<file path="config.mk">
export PLATFORM = sky130hd
export DESIGN_NAME = fetch_unit_flat
export DESIGN_NICKNAME = d
export VERILOG_FILES = /design/src/rtl/fetch_unit_if.sv /design/src/rtl/fetch_unit.sv /design/src/flat_wrapper.sv
export SDC_FILE = /design/constraint.sdc
export NUM_CORES = 1
export LEC_CHECK = 0
export ABC_AREA = 1
export CAP_MARGIN = 25
export CORE_MARGIN = 2
export CORE_UTILIZATION = 33
export DETAILED_ROUTE_END_ITERATION = 10
export PLACE_DENSITY = 0.84
export SKIP_CTS_REPAIR_TIMING = 1
export SLEW_MARGIN = 40
export SYNTH_ARGS = -nofsm -noshare
export SYNTH_HDL_FRONTEND = slang
export SYNTH_SLANG_ARGS = --single-unit
</file>
<file path="constraint.sdc">
create_clock -name CLK -period 1.3 [get_ports CLK]
set_clock_uncertainty 0.1 [all_clocks]
set_input_delay 0.26 -clock CLK [delete_from_list [all_inputs] [get_ports CLK]]
set_output_delay 0.26 -clock CLK [all_outputs]
set_load 0.05 [all_outputs]
</file>
<file path="src/rtl/fetch_unit_if.sv">
// Fetch-side bundle: program-counter handshake, instruction-memory port and decode output.
// Combinational only; no storage, so no latency and no backpressure of its own.
// The decode stage pushes back through Hold, and memory gates progress through MemAck.
interface fetch_unit_if #(
    parameter int ADDR_W = 6
);
    logic [31:0]       PC;
    logic              Hold;
    logic              Flush;
    logic              en;
    logic              MemReq;
    logic [ADDR_W-1:0] MemAddr;
    logic              MemAck;
    logic [31:0]       MemData;
    logic [31:0]       Instr;
    logic              InstrValid;
    logic              Fault;

    modport slave (
        input  PC, Hold, Flush, MemAck, MemData,
        output en, MemReq, MemAddr, Instr, InstrValid, Fault
    );

    modport master (
        output PC, Hold, Flush, MemAck, MemData,
        input  en, MemReq, MemAddr, Instr, InstrValid, Fault
    );
endinterface

</file>
<file path="src/rtl/fetch_unit.sv">
// Instruction fetch responder: latches the PC, requests one word, and hands it to decode.
// Latency: LATCH + N FETCH cycles + DONE, which is 3 cycles minimum per instruction.
// Backpressure: Hold parks the unit in DONE with Instr stable, and en advances the PC only on consumption.
module fetch_unit #(
    parameter int ADDR_W  = 6,
    parameter int TIMEOUT = 15
) (
    input  logic         CLK,
    input  logic         Reset,
    fetch_unit_if.slave  bus
);
    localparam int CNT_W = $clog2(TIMEOUT + 1);

    typedef enum logic [1:0] {
        LATCH = 2'd0,
        FETCH = 2'd1,
        DONE  = 2'd2,
        FAULT = 2'd3
    } state_t;

    state_t            state, state_nxt;
    logic [CNT_W-1:0]  cnt;
    logic [ADDR_W-1:0] addr_q;
    logic [31:0]       instr_q;

    logic latch_pc;
    logic capture;
    logic cnt_inc;
    logic req_c;
    logic valid_c;
    logic en_c;
    logic fault_c;

    // Upper PC bits alias by design; only the word index and alignment bits matter.
    logic unused_pc;
    assign unused_pc = ^bus.PC[31:ADDR_W+2];

    always_ff @(posedge CLK) begin
        if (Reset) state <= LATCH;
        else       state <= state_nxt;
    end

    always_comb begin
        state_nxt = state;
        latch_pc  = 1'b0;
        capture   = 1'b0;
        cnt_inc   = 1'b0;
        req_c     = 1'b0;
        valid_c   = 1'b0;
        en_c      = 1'b0;
        fault_c   = 1'b0;
        unique case (state)
            LATCH: begin
                latch_pc  = 1'b1;
                state_nxt = (bus.PC[1:0] != 2'b00) ? FAULT : FETCH;
            end
            FETCH: begin
                req_c = 1'b1;
                if (bus.Flush) begin
                    state_nxt = LATCH;
                end else if (bus.MemAck) begin
                    capture   = 1'b1;
                    state_nxt = DONE;
                end else begin
                    // The counter stops at TIMEOUT because the unit leaves FETCH on that edge.
                    cnt_inc = 1'b1;
                    if (cnt == CNT_W'(TIMEOUT - 1)) state_nxt = FAULT;
                end
            end
            DONE: begin
                valid_c = 1'b1;
                en_c    = !bus.Hold && !bus.Flush;
                if (bus.Flush || !bus.Hold) state_nxt = LATCH;
            end
            FAULT: begin
                fault_c = 1'b1;
            end
            default: state_nxt = LATCH;
        endcase
    end

    always_ff @(posedge CLK) begin
        if (Reset) begin
            addr_q  <= '0;
            instr_q <= '0;
            cnt     <= '0;
        end else begin
            if (latch_pc) begin
                addr_q <= bus.PC[ADDR_W+1:2];
                cnt    <= '0;
            end
            if (cnt_inc) cnt <= cnt + CNT_W'(1);
            if (capture) instr_q <= bus.MemData;
        end
    end

    assign bus.MemReq     = req_c;
    assign bus.MemAddr    = addr_q;
    assign bus.Instr      = instr_q;
    assign bus.InstrValid = valid_c;
    assign bus.en         = en_c;
    assign bus.Fault      = fault_c;
endmodule

</file>
<file path="src/flat_wrapper.sv">
// flat-port wrapper written by rule: the top's interface ports become plain ports
module fetch_unit_flat 
#(
    parameter int ADDR_W  = 6,
    parameter int TIMEOUT = 15
)
  (CLK, Reset, bus_PC, bus_Hold, bus_Flush, bus_MemAck, bus_MemData, bus_en, bus_MemReq, bus_MemAddr, bus_Instr, bus_InstrValid, bus_Fault);
  fetch_unit_if #(.ADDR_W(ADDR_W)) bus_i ();
  input  logic CLK;
  input  logic Reset;
  input wire logic [$bits(bus_i.PC)-1:0] bus_PC;
  input wire logic [$bits(bus_i.Hold)-1:0] bus_Hold;
  input wire logic [$bits(bus_i.Flush)-1:0] bus_Flush;
  input wire logic [$bits(bus_i.MemAck)-1:0] bus_MemAck;
  input wire logic [$bits(bus_i.MemData)-1:0] bus_MemData;
  output wire logic [$bits(bus_i.en)-1:0] bus_en;
  output wire logic [$bits(bus_i.MemReq)-1:0] bus_MemReq;
  output wire logic [$bits(bus_i.MemAddr)-1:0] bus_MemAddr;
  output wire logic [$bits(bus_i.Instr)-1:0] bus_Instr;
  output wire logic [$bits(bus_i.InstrValid)-1:0] bus_InstrValid;
  output wire logic [$bits(bus_i.Fault)-1:0] bus_Fault;
  assign bus_i.PC = bus_PC;
  assign bus_i.Hold = bus_Hold;
  assign bus_i.Flush = bus_Flush;
  assign bus_i.MemAck = bus_MemAck;
  assign bus_i.MemData = bus_MemData;
  assign bus_en = bus_i.en;
  assign bus_MemReq = bus_i.MemReq;
  assign bus_MemAddr = bus_i.MemAddr;
  assign bus_Instr = bus_i.Instr;
  assign bus_InstrValid = bus_i.InstrValid;
  assign bus_Fault = bus_i.Fault;
  fetch_unit #(.ADDR_W(ADDR_W), .TIMEOUT(TIMEOUT)) u_core (.CLK(CLK), .Reset(Reset), .bus(bus_i));
endmodule
</file>
==> metrics.txt <==
outcome finished with violations; violated checks negative setup slack; crit path DAT 1170 ps; Worst setup endpoint bus_MemReq; crit-path max FO 4; static leakage 0.00148 uW; startpoint types flop; Mapped Cells 222; drt pass-1 iters 4; worst reg-to-reg setup slack -220 ps; Tightest Pin Transition 236 ps; synthesized area 0.00178 mm2; r2r startpoint u_core.state[1]$_SDFFE_PP0P_; DRC 0; clock sinks 44; CTS tree yes; initial drt markers 38; Pins Over Slew Limit 0; global-route wire length before repair 7.44 mm; GRT overflow 0; die area 0.00601 mm2; clock buffer depth 2; Netlist cell types 18; Worst EP required 940 ps; drt total wl 5.72 mm; share of cells above drive strength 1 39.9%; Buffers on Ports 86; Routed Antenna Nets 0; # diodes 0; largest net degree at the start of global routing 41; DIE WIDTH 77.5 um; sequential share of power 29.9%; fin nets 408; Slew Limit Headroom 84.2%; H-tree depth 2; final cycle utilization of the critical path 117%; Core Region 0.00517 mm2; sw frac 40.1%; Root Driver clkbuf_8; Critical Setup Path Class flop to primary output; FP Rows 26; fmax 655 MHz; Final Cell Area 0.00376 mm2; Internal 3810 uW; worst hold slack 383 ps; RSZ-0062 raised after global routing true; Core Util, Final 72.7%; Post-DP Area 0.00323 mm2; Worst Setup SP u_core.state[1]$_SDFFE_PP0P_; Final Wtd Congestion 0.808; Final WS setup -227 ps; fin crit period 1530 ps; latest clock arrival within the worst-skew pair 280 ps; yosys warns 0; CP Capture Type primary output; initial antenna violation count 0; syn nets 297; vias in the first global route 1638; P_sw 2550 uW; syn_area_per_cell 8.04 um2; Ports 111; detail-routed via count per cell 4.71; sequential share of the synthesized area 49.4%; routed via count 1897; r2r endpoint u_core.bus.Instr[8]$_SDFFE_PP0P_; Pwr Total 6360 uW; logic gate share of total power 57.3%; die span in y 77.5 um; P&R area growth vs syn 111%; Hold Crit Class flop to flop; Routed wire per std cell 14.2 um; CTS Buf Count 5; Starting Density 34.5%; R2R cell count 8; all-layer global routing usage 15.4%; #FFs+latches synth 44; Final Hold Fails 0; pwr/cell area 1690 mW/mm2; detailed-placement wirelength estimate 3.54 mm; max_cap viols 0; clock power share 12.7%; maximum vdd drop 0.00168 V; fill count 376; # setup viols final 41; clock slew at reported path FFs 80 ps
[state kept, by name (all words and copies together), names as in the netlist]
name                cells
u_core.cnt              4
u_core.bus.MemAddr      6
u_core.bus.Instr       32
u_core.state            2
[through the flow]
step / TNS (ps) / setup slack [ps] / instances
after floorplan: -1560 / -82.8 / 222
after global placement: -8360 / -261 / 379
after detailed placement: -9170 / -305 / 379
after CTS: -1240 / -266 / 386
after global routing: -7820 / -265 / 403
final: -5820 / -227 / 403
[worst max-delay path: stages (launching register included)]
cell	delay, ps
dfxtp_4	390
inv_4	40
ha_4	170
buf_4	140
buf_12	140
[Yosys cell counts]
library cell	number	area share [%]
nor2_2	1	0.35
nand3_4	1	0.98
nand2_1	12	2.5
nor2_1	20	4.2
ha_1	6	4.2
clkbuf_2	1	0.28
o21ai_2	2	0.98
inv_1	40	8.4
nand3_1	5	1.4
o21ai_1	28	7.9
xor2_1	1	0.49
o21ai_0	13	3.6
dfxtp_1	44	49
inv_2	2	0.42
a21oi_1	36	10
or2_1	1	0.35
buf_6	6	3.8
clkbuf_1	3	0.63
[cells in the final DEF (no fill, tap or decap), drive strengths merged]
cell type / Yosys / layout
a21oi: 36 / 36
buf: 6 / 66
clkbuf: 4 / 9
clkdlybuf4s50: 0 / 44
clkinv: 0 / 1
dfxtp: 44 / 44
ha: 6 / 6
inv: 42 / 43
nand2: 12 / 12
nand3: 6 / 6
nor2: 21 / 21
o21ai: 43 / 43
or2: 1 / 1
xor2: 1 / 1
[cell type report]
| class | count | area (um2) | share of cell area (%) |
|---|---|---|---|
| Inverter | 42 | 163 | 4.32 |
| Tap cell | 70 | 87.6 | 2.33 |
| Multi-Input combinational cell | 126 | 885 | 23.5 |
| Clock inverter | 2 | 11.3 | 0.299 |
| Sequential cell | 44 | 890 | 23.7 |
| Clock buffer | 5 | 68.8 | 1.83 |
| Timing Repair Buffer | 114 | 1660 | 44.0 |
[worst min path at each step]
stage                                  endpoint                              from  depth (start not counted)
3_3_place_gp         u_core.cnt[3]$_SDFFE_PP0P_        u_core.cnt[3]$_SDFFE_PP0P_                          2
3_5_place_dp   u_core.bus.Instr[1]$_SDFFE_PP0P_  u_core.bus.Instr[1]$_SDFFE_PP0P_                          2
5_1_grt        u_core.bus.Instr[1]$_SDFFE_PP0P_  u_core.bus.Instr[1]$_SDFFE_PP0P_                          2
6_report       u_core.bus.Instr[4]$_SDFFE_PP0P_  u_core.bus.Instr[4]$_SDFFE_PP0P_                          2
2_1_floorplan        u_core.cnt[1]$_SDFFE_PP0P_                             Reset                          1
4_1_cts        u_core.bus.Instr[1]$_SDFFE_PP0P_  u_core.bus.Instr[1]$_SDFFE_PP0P_                          2
[per-layer routing]
| layer | wire (um) | track usage, % |
|---|---|---|
| met2 | 3060 | 26.5 |
| met1 | 2230 | 18.0 |
| met3 | 380 | 5.81 |
| met4 | 46 | 3.75 |
| met5 | 0 | 0 |
[power groups by stage]
stage / Combinational [uW] / Sequential [uW] / Clock [uW]
final: 3650 / 1900 / 811
after global routing: 3830 / 1930 / 906
after CTS: 2970 / 1870 / 843
after detailed placement: 2970 / 1900 / 0
after floorplan: 911 / 2470 / 0
after global placement: 2900 / 1880 / 0
[cell families (layout without fill, tap and decap cells)]
family / count (synthesis) / in the layout / share of synthesized area (%)
xor gates and xnor gates: 1 / 1 / 0.491
buffers and inverters: 52 / 163 / 13.5
adders and majority gates: 6 / 6 / 4.21
AOI/OAI and AO/OA: 79 / 79 / 22.6
and+or+nand+nor: 40 / 40 / 9.82
DFF: 44 / 44 / 49.4
Power figures use the tool's default switching activity.
==> RTL edit 1, RTL diff (same settings) <==
Reset style: asynchronous (`Reset`), changed in 2 clocked blocks.
--- a/src/rtl/fetch_unit.sv
+++ b/src/rtl/fetch_unit.sv
@@ -35,7 +35,7 @@
     logic unused_pc;
     assign unused_pc = ^bus.PC[31:ADDR_W+2];
 
-    always_ff @(posedge CLK) begin
+    always_ff @(posedge CLK or posedge Reset) begin
         if (Reset) state <= LATCH;
         else       state <= state_nxt;
     end
@@ -79,7 +79,7 @@
         endcase
     end
 
-    always_ff @(posedge CLK) begin
+    always_ff @(posedge CLK or posedge Reset) begin
         if (Reset) begin
             addr_q  <= '0;
             instr_q <= '0;
Function: differs if Reset is asserted again (counterexample within 4 cycles, from zero or initial values and one cycle with Reset high); with Reset held inactive, the same outputs for 10 cycles.
==> RTL edit 1 against the unedited design <==
The run still ends with negative setup slack left; sequential share of layout area grew 4.5 points; synthesized area grew 15%; fmax down 7.8%; register-to-register slack got worse by 0.06 ns; critical path type unchanged; die area is 14% higher; sequential cell count did not move; routed wire length down 2.6%; cell area grew 4.7%; sequential power grew 47%; synthesized cell count is 2.3% lower; power increased by 71%; setup slack worse by 0.13 ns.
==> RTL edit 1: results (changes against the unedited design) <==
status=finished, violations left; Final Wtd Congestion=0.746 (-7.6%); Final HPWL DP=3.61 mm (+1.9%); Yosys cell types=14 (-4); Worst-Margin Slew=0.284 ns (+0.0481 ns); YS warnings=0 (unchanged); Reg2Reg Setup Slack=-0.28 ns (-0.06 ns); Largest stage delay, worst path=0.45 ns (+0.06 ns); WL/cell=13.9 µm (-1.8%); final setup margin=-0.355 ns (-0.128 ns); Critical R2R Launch=u_core.state[1]$_DFFE_PP0P_; post-synthesis sequential area ratio=0.537 (+0.0436); failing checks=negative setup slack; # fillers=453 (+20%); DP Area=3500 µm² (+8.2%); clk buf depth=2 (unchanged); Nets=399 (-2.2%); slowest stage cell, crit path=dfrtp_2; n_diodes=0 (unchanged); RR Endpoint=u_core.bus.Instr[14]$_DFFE_PP0P_; setup TNS=-9.18 ns (-3.36 ns); Post-synth top cells=67 x nand2_1, 44 x dfrtp_1, 42 x inv_1, 32 x o21ai_2, 7 x nand3_1; First DRT Iteration DRCs=62 (+63%); share of layout cells above drive strength 1=0.458 (+0.0591); initial antenna violation count=0 (unchanged); post-synth net total=292 (-1.7%); R2R depth=7 (-1); H-tree Lvls=2 (unchanged); Synth async-reset ratio=1.00 (+1.00); CTS Buf Count=5 (unchanged); vias in the first global route=1768 (+7.9%); Hold Path Class=in2async; Reg clk slew, reported paths=0.07 ns; synth top area cells=dfrtp_1 54%, o21ai_2 14%, nand2_1 12%; Max IR drop VDD=0.00142 V (-15%); drt pass-1 iters=4 (unchanged); count of final setup violators=41 (unchanged); Vias/cell=4.42 (-6.0%); ys flop type=dfrtp_1; critical path arrival=1.29 ns (+0.12 ns); largest net degree at the start of global routing=45 (+9.8%); CTS Root Cell=clkbuf_8; number of flip-flops in the largest register=32 (unchanged); Skew-Pair Late Insertion Delay=0.29 ns; global router's overall resource usage=0.144 (-0.00994); leakage power=1.89 nW (+27%); first-pass GRT wire length=8.18 mm (+10%); Port Buffers=86 (unchanged); worst-path fanout max=4 (unchanged)
RTL edit 1: how the worst max path moves through the flow:
stage          slack [ns]                   startpoint  endpoint
3_3_place_gp        -0.26                    bus_Flush    bus_en
3_5_place_dp        -0.29                    bus_Flush    bus_en
6_report            -0.35  u_core.state[0]$_DFFE_PP0P_    bus_en
2_1_floorplan       -0.19  u_core.state[0]$_DFFE_PP0P_    bus_en
4_1_cts             -0.43  u_core.state[0]$_DFFE_PP0P_    bus_en
5_1_grt             -0.41  u_core.state[0]$_DFFE_PP0P_    bus_en
RTL edit 1: logic make-up after synthesis:
group / share of synthesized area
AO/OA/AOI/OAI: 0.150
XOR/XNOR: 0.00427
adder cells (fa/ha/maj): 0.0366
buffers and inverters: 0.110
flip-flops: 0.537
AND/OR/NAND/NOR: 0.162
RTL edit 1: layout make-up:
cell class	count	area (µm²)	area share
well taps	75	93.8	0.0238
inverters	42	161	0.0410
repair buffers	106	1570	0.399
flip-flops and latches	44	1110	0.282
multi-input cells	125	910	0.231
clock buffers	7	86.3	0.0219
clock inverters	1	7.51	0.00191
RTL edit 1: routing by layer:
| layer | global-route usage | share of wire |
|---|---|---|
| met1 | 0.168 | 0.38 |
| met2 | 0.252 | 0.56 |
| met3 | 0.0487 | 0.055 |
| met4 | 0.0387 | 0.0083 |
| met5 | 0 | 0 |
RTL edit 1: critical path, delay by kind of cell (launching register included):
kind	cells	cell delay, ns
buffers and inverters	2	0.23
flip-flops	1	0.45
AND/OR/NAND/NOR	2	0.17
adder cells (fa/ha/maj)	1	0.16
RTL edit 1: where the power goes:
group          internal, mW  switching, mW
combinational          3.57           3.65
clock                 0.432          0.460
sequential             2.00          0.803
total                  6.00           4.91
RTL edit 1: through the flow:
stage | hold slack (ns) | std cells | worst slack, ns
final | 0.269 | 400 | -0.355
after global routing | 0.304 | 400 | -0.412
after CTS | 0.274 | 389 | -0.432
after detailed placement | 0.426 | 381 | -0.287
after global placement | 0.397 | 381 | -0.257
after floorplan | 0.164 | 217 | -0.195
==> RTL edit 2, RTL diff (same settings) <==
Without the edit above. `TIMEOUT` is set to 15 in 2 places; all go to 14.
--- a/src/rtl/fetch_unit.sv
+++ b/src/rtl/fetch_unit.sv
@@ -3,7 +3,7 @@
 // Backpressure: Hold parks the unit in DONE with Instr stable, and en advances the PC only on consumption.
 module fetch_unit #(
     parameter int ADDR_W  = 6,
-    parameter int TIMEOUT = 15
+    parameter int TIMEOUT = 14
 ) (
     input  logic         CLK,
     input  logic         Reset,
--- a/src/flat_wrapper.sv
+++ b/src/flat_wrapper.sv
@@ -2,7 +2,7 @@
 module fetch_unit_flat 
 #(
     parameter int ADDR_W  = 6,
-    parameter int TIMEOUT = 15
+    parameter int TIMEOUT = 14
 )
   (CLK, Reset, bus_PC, bus_Hold, bus_Flush, bus_MemAck, bus_MemData, bus_en, bus_MemReq, bus_MemAddr, bus_Instr, bus_InstrValid, bus_Fault);
   fetch_unit_if #(.ADDR_W(ADDR_W)) bus_i ();
Formal check against the unedited RTL: no difference found for any inputs over 10 cycles, from zero or initial values and one cycle with Reset high; that may be too few to reach the edited logic, so the function may still have changed.
==> RTL edit 2 against the unedited design <==
The flow still finishes with violations (negative setup slack); sequential share of layout area up 1.0 points; die area up 0.53%; setup slack better by 0.011 ns; sequential cell count unchanged; cell area down 4.3%; synthesized area up 0.56%; routed wire length down 4.8%; via count down 3.0%; power down 6.3%; critical endpoint is now bus_InstrValid.
==> RTL edit 2: results (changes against the unedited design) <==
Synth async-reset ratio=0 (unchanged); Syn Area/Cell=8.08 µm² (+0.56%); Final HPWL DP=3.52 mm (-0.57%); leakage power=1.39 nW (-6.2%); setup TNS=-4.64 ns (+1.18 ns); count of final setup violators=44 (+7.3%); status=finished, violations left; share of layout cells above drive strength 1=0.368 (-0.0310); first-pass GRT wire length=7.86 mm (+5.7%); drt pass-1 iters=4 (unchanged); Max IR drop VDD=0.00133 V (-20%); largest net degree at the start of global routing=55 (+34%); post-synthesis sequential area ratio=0.491 (-0.00275); WL/cell=13.9 µm (-2.4%); Final Wtd Congestion=0.747 (-7.6%); clk buf depth=2 (unchanged); n_diodes=0 (unchanged); Nets=398 (-2.5%); CTS Root Cell=clkbuf_8; failing checks=negative setup slack; Hold Path Depth=2 (unchanged); Hold Path Class=reg2reg; number of flip-flops in the largest register=32 (unchanged); global router's overall resource usage=0.160 (+0.00586); worst-path fanout max=4 (unchanged); Vias/cell=4.68 (-0.48%); final setup margin=-0.216 ns (+0.0109 ns); vias in the first global route=1738 (+6.1%); cell taking the most area after synthesis=dfxtp_1; First DRT Iteration DRCs=59 (+55%); CTS Buf Count=5 (unchanged); DP Area=3220 µm² (-0.31%); Metal-1 WL=2.12 mm (-4.8%); top sig layer=met4; Antenna Nets Post-Route=0 (unchanged); H-tree Lvls=2 (unchanged); initial antenna violation count=0 (unchanged); Placed Cells=378 (-0.26%); WL met2=2.89 mm (-5.5%); Rel. slew slack=0.818 (-0.0244); metal3 WL=397 µm (+4.5%); Port Buffers=86 (unchanged); Routed WL=5.45 mm (-4.8%); Skew-Pair Late Insertion Delay=0.28 ns (about the same); Post-synth top cells=44 x dfxtp_1, 41 x inv_1, 37 x a21oi_1, 24 x o21ai_1, 18 x nor2_1; synth top area cells=dfxtp_1 49%, a21oi_1 10%, inv_1 8.6%; R2R depth=6 (-2); dpl ws=-0.309 ns (-0.00379 ns); Reg clk slew, reported paths=0.08 ns (about the same); Yosys cell types=19 (+1); # fillers=358 (-4.8%); post-synth net total=297 (unchanged); YS warnings=0 (unchanged)
## RTL edit 2: final cells by class
class | instances | area [µm²] | area share
clock buffer | 6 | 72.6 | 0.0202
clock inverter | 1 | 5.00 | 0.00139
inverter | 43 | 168 | 0.0466
multi-input combinational | 125 | 863 | 0.240
sequential | 44 | 888 | 0.247
tap | 70 | 87.6 | 0.0243
timing repair buffer | 104 | 1520 | 0.421
## RTL edit 2: kinds of logic after synthesis
group | share of synthesized area
AO/OA/AOI/OAI | 0.232
buffers and inverters | 0.137
flip-flops | 0.491
AND/OR/NAND/NOR | 0.0934
adder cells (fa/ha/maj) | 0.0418
XOR/XNOR | 0.00488
## RTL edit 2: worst paths after layout
check,from,endpoint,slack (ns)
max reg2reg,u_core.state[1]$_SDFFE_PP0P_,u_core.bus.Instr[16]$_SDFFE_PP0P_,-0.15
min reg2reg,u_core.bus.Instr[13]$_SDFFE_PP0P_,u_core.bus.Instr[13]$_SDFFE_PP0P_,0.38
max,u_core.state[0]$_SDFFE_PP0P_,bus_InstrValid,-0.22
min,u_core.bus.Instr[13]$_SDFFE_PP0P_,u_core.bus.Instr[13]$_SDFFE_PP0P_,0.38
## RTL edit 2: per-layer routing
metal / global-route usage / vias up
li1: - / 910
met1: 0.183 / 855
met2: 0.283 / 72
met3: 0.0558 / 4
met4: 0.0375 / 0
met5: 0 / -
## RTL edit 2: where the power goes
group / switching [mW] / internal, mW
Clock: 0.422 / 0.366
Sequential: 0.279 / 1.61
Combinational: 1.70 / 1.59
## RTL edit 2: stage by stage
step	util	total power, mW
2_1_floorplan	-	3.39
3_3_place_gp	0.623	4.78
3_5_place_dp	0.623	4.88
4_1_cts	0.638	5.66
5_1_grt	0.696	6.28
6_report	0.696	5.96
## RTL edit 2: critical path, stage by stage (launching register included)
cell	delay (ns)
dfxtp_4	0.39
inv_4	0.05
ha_4	0.16
buf_4	0.14
buf_12	0.14
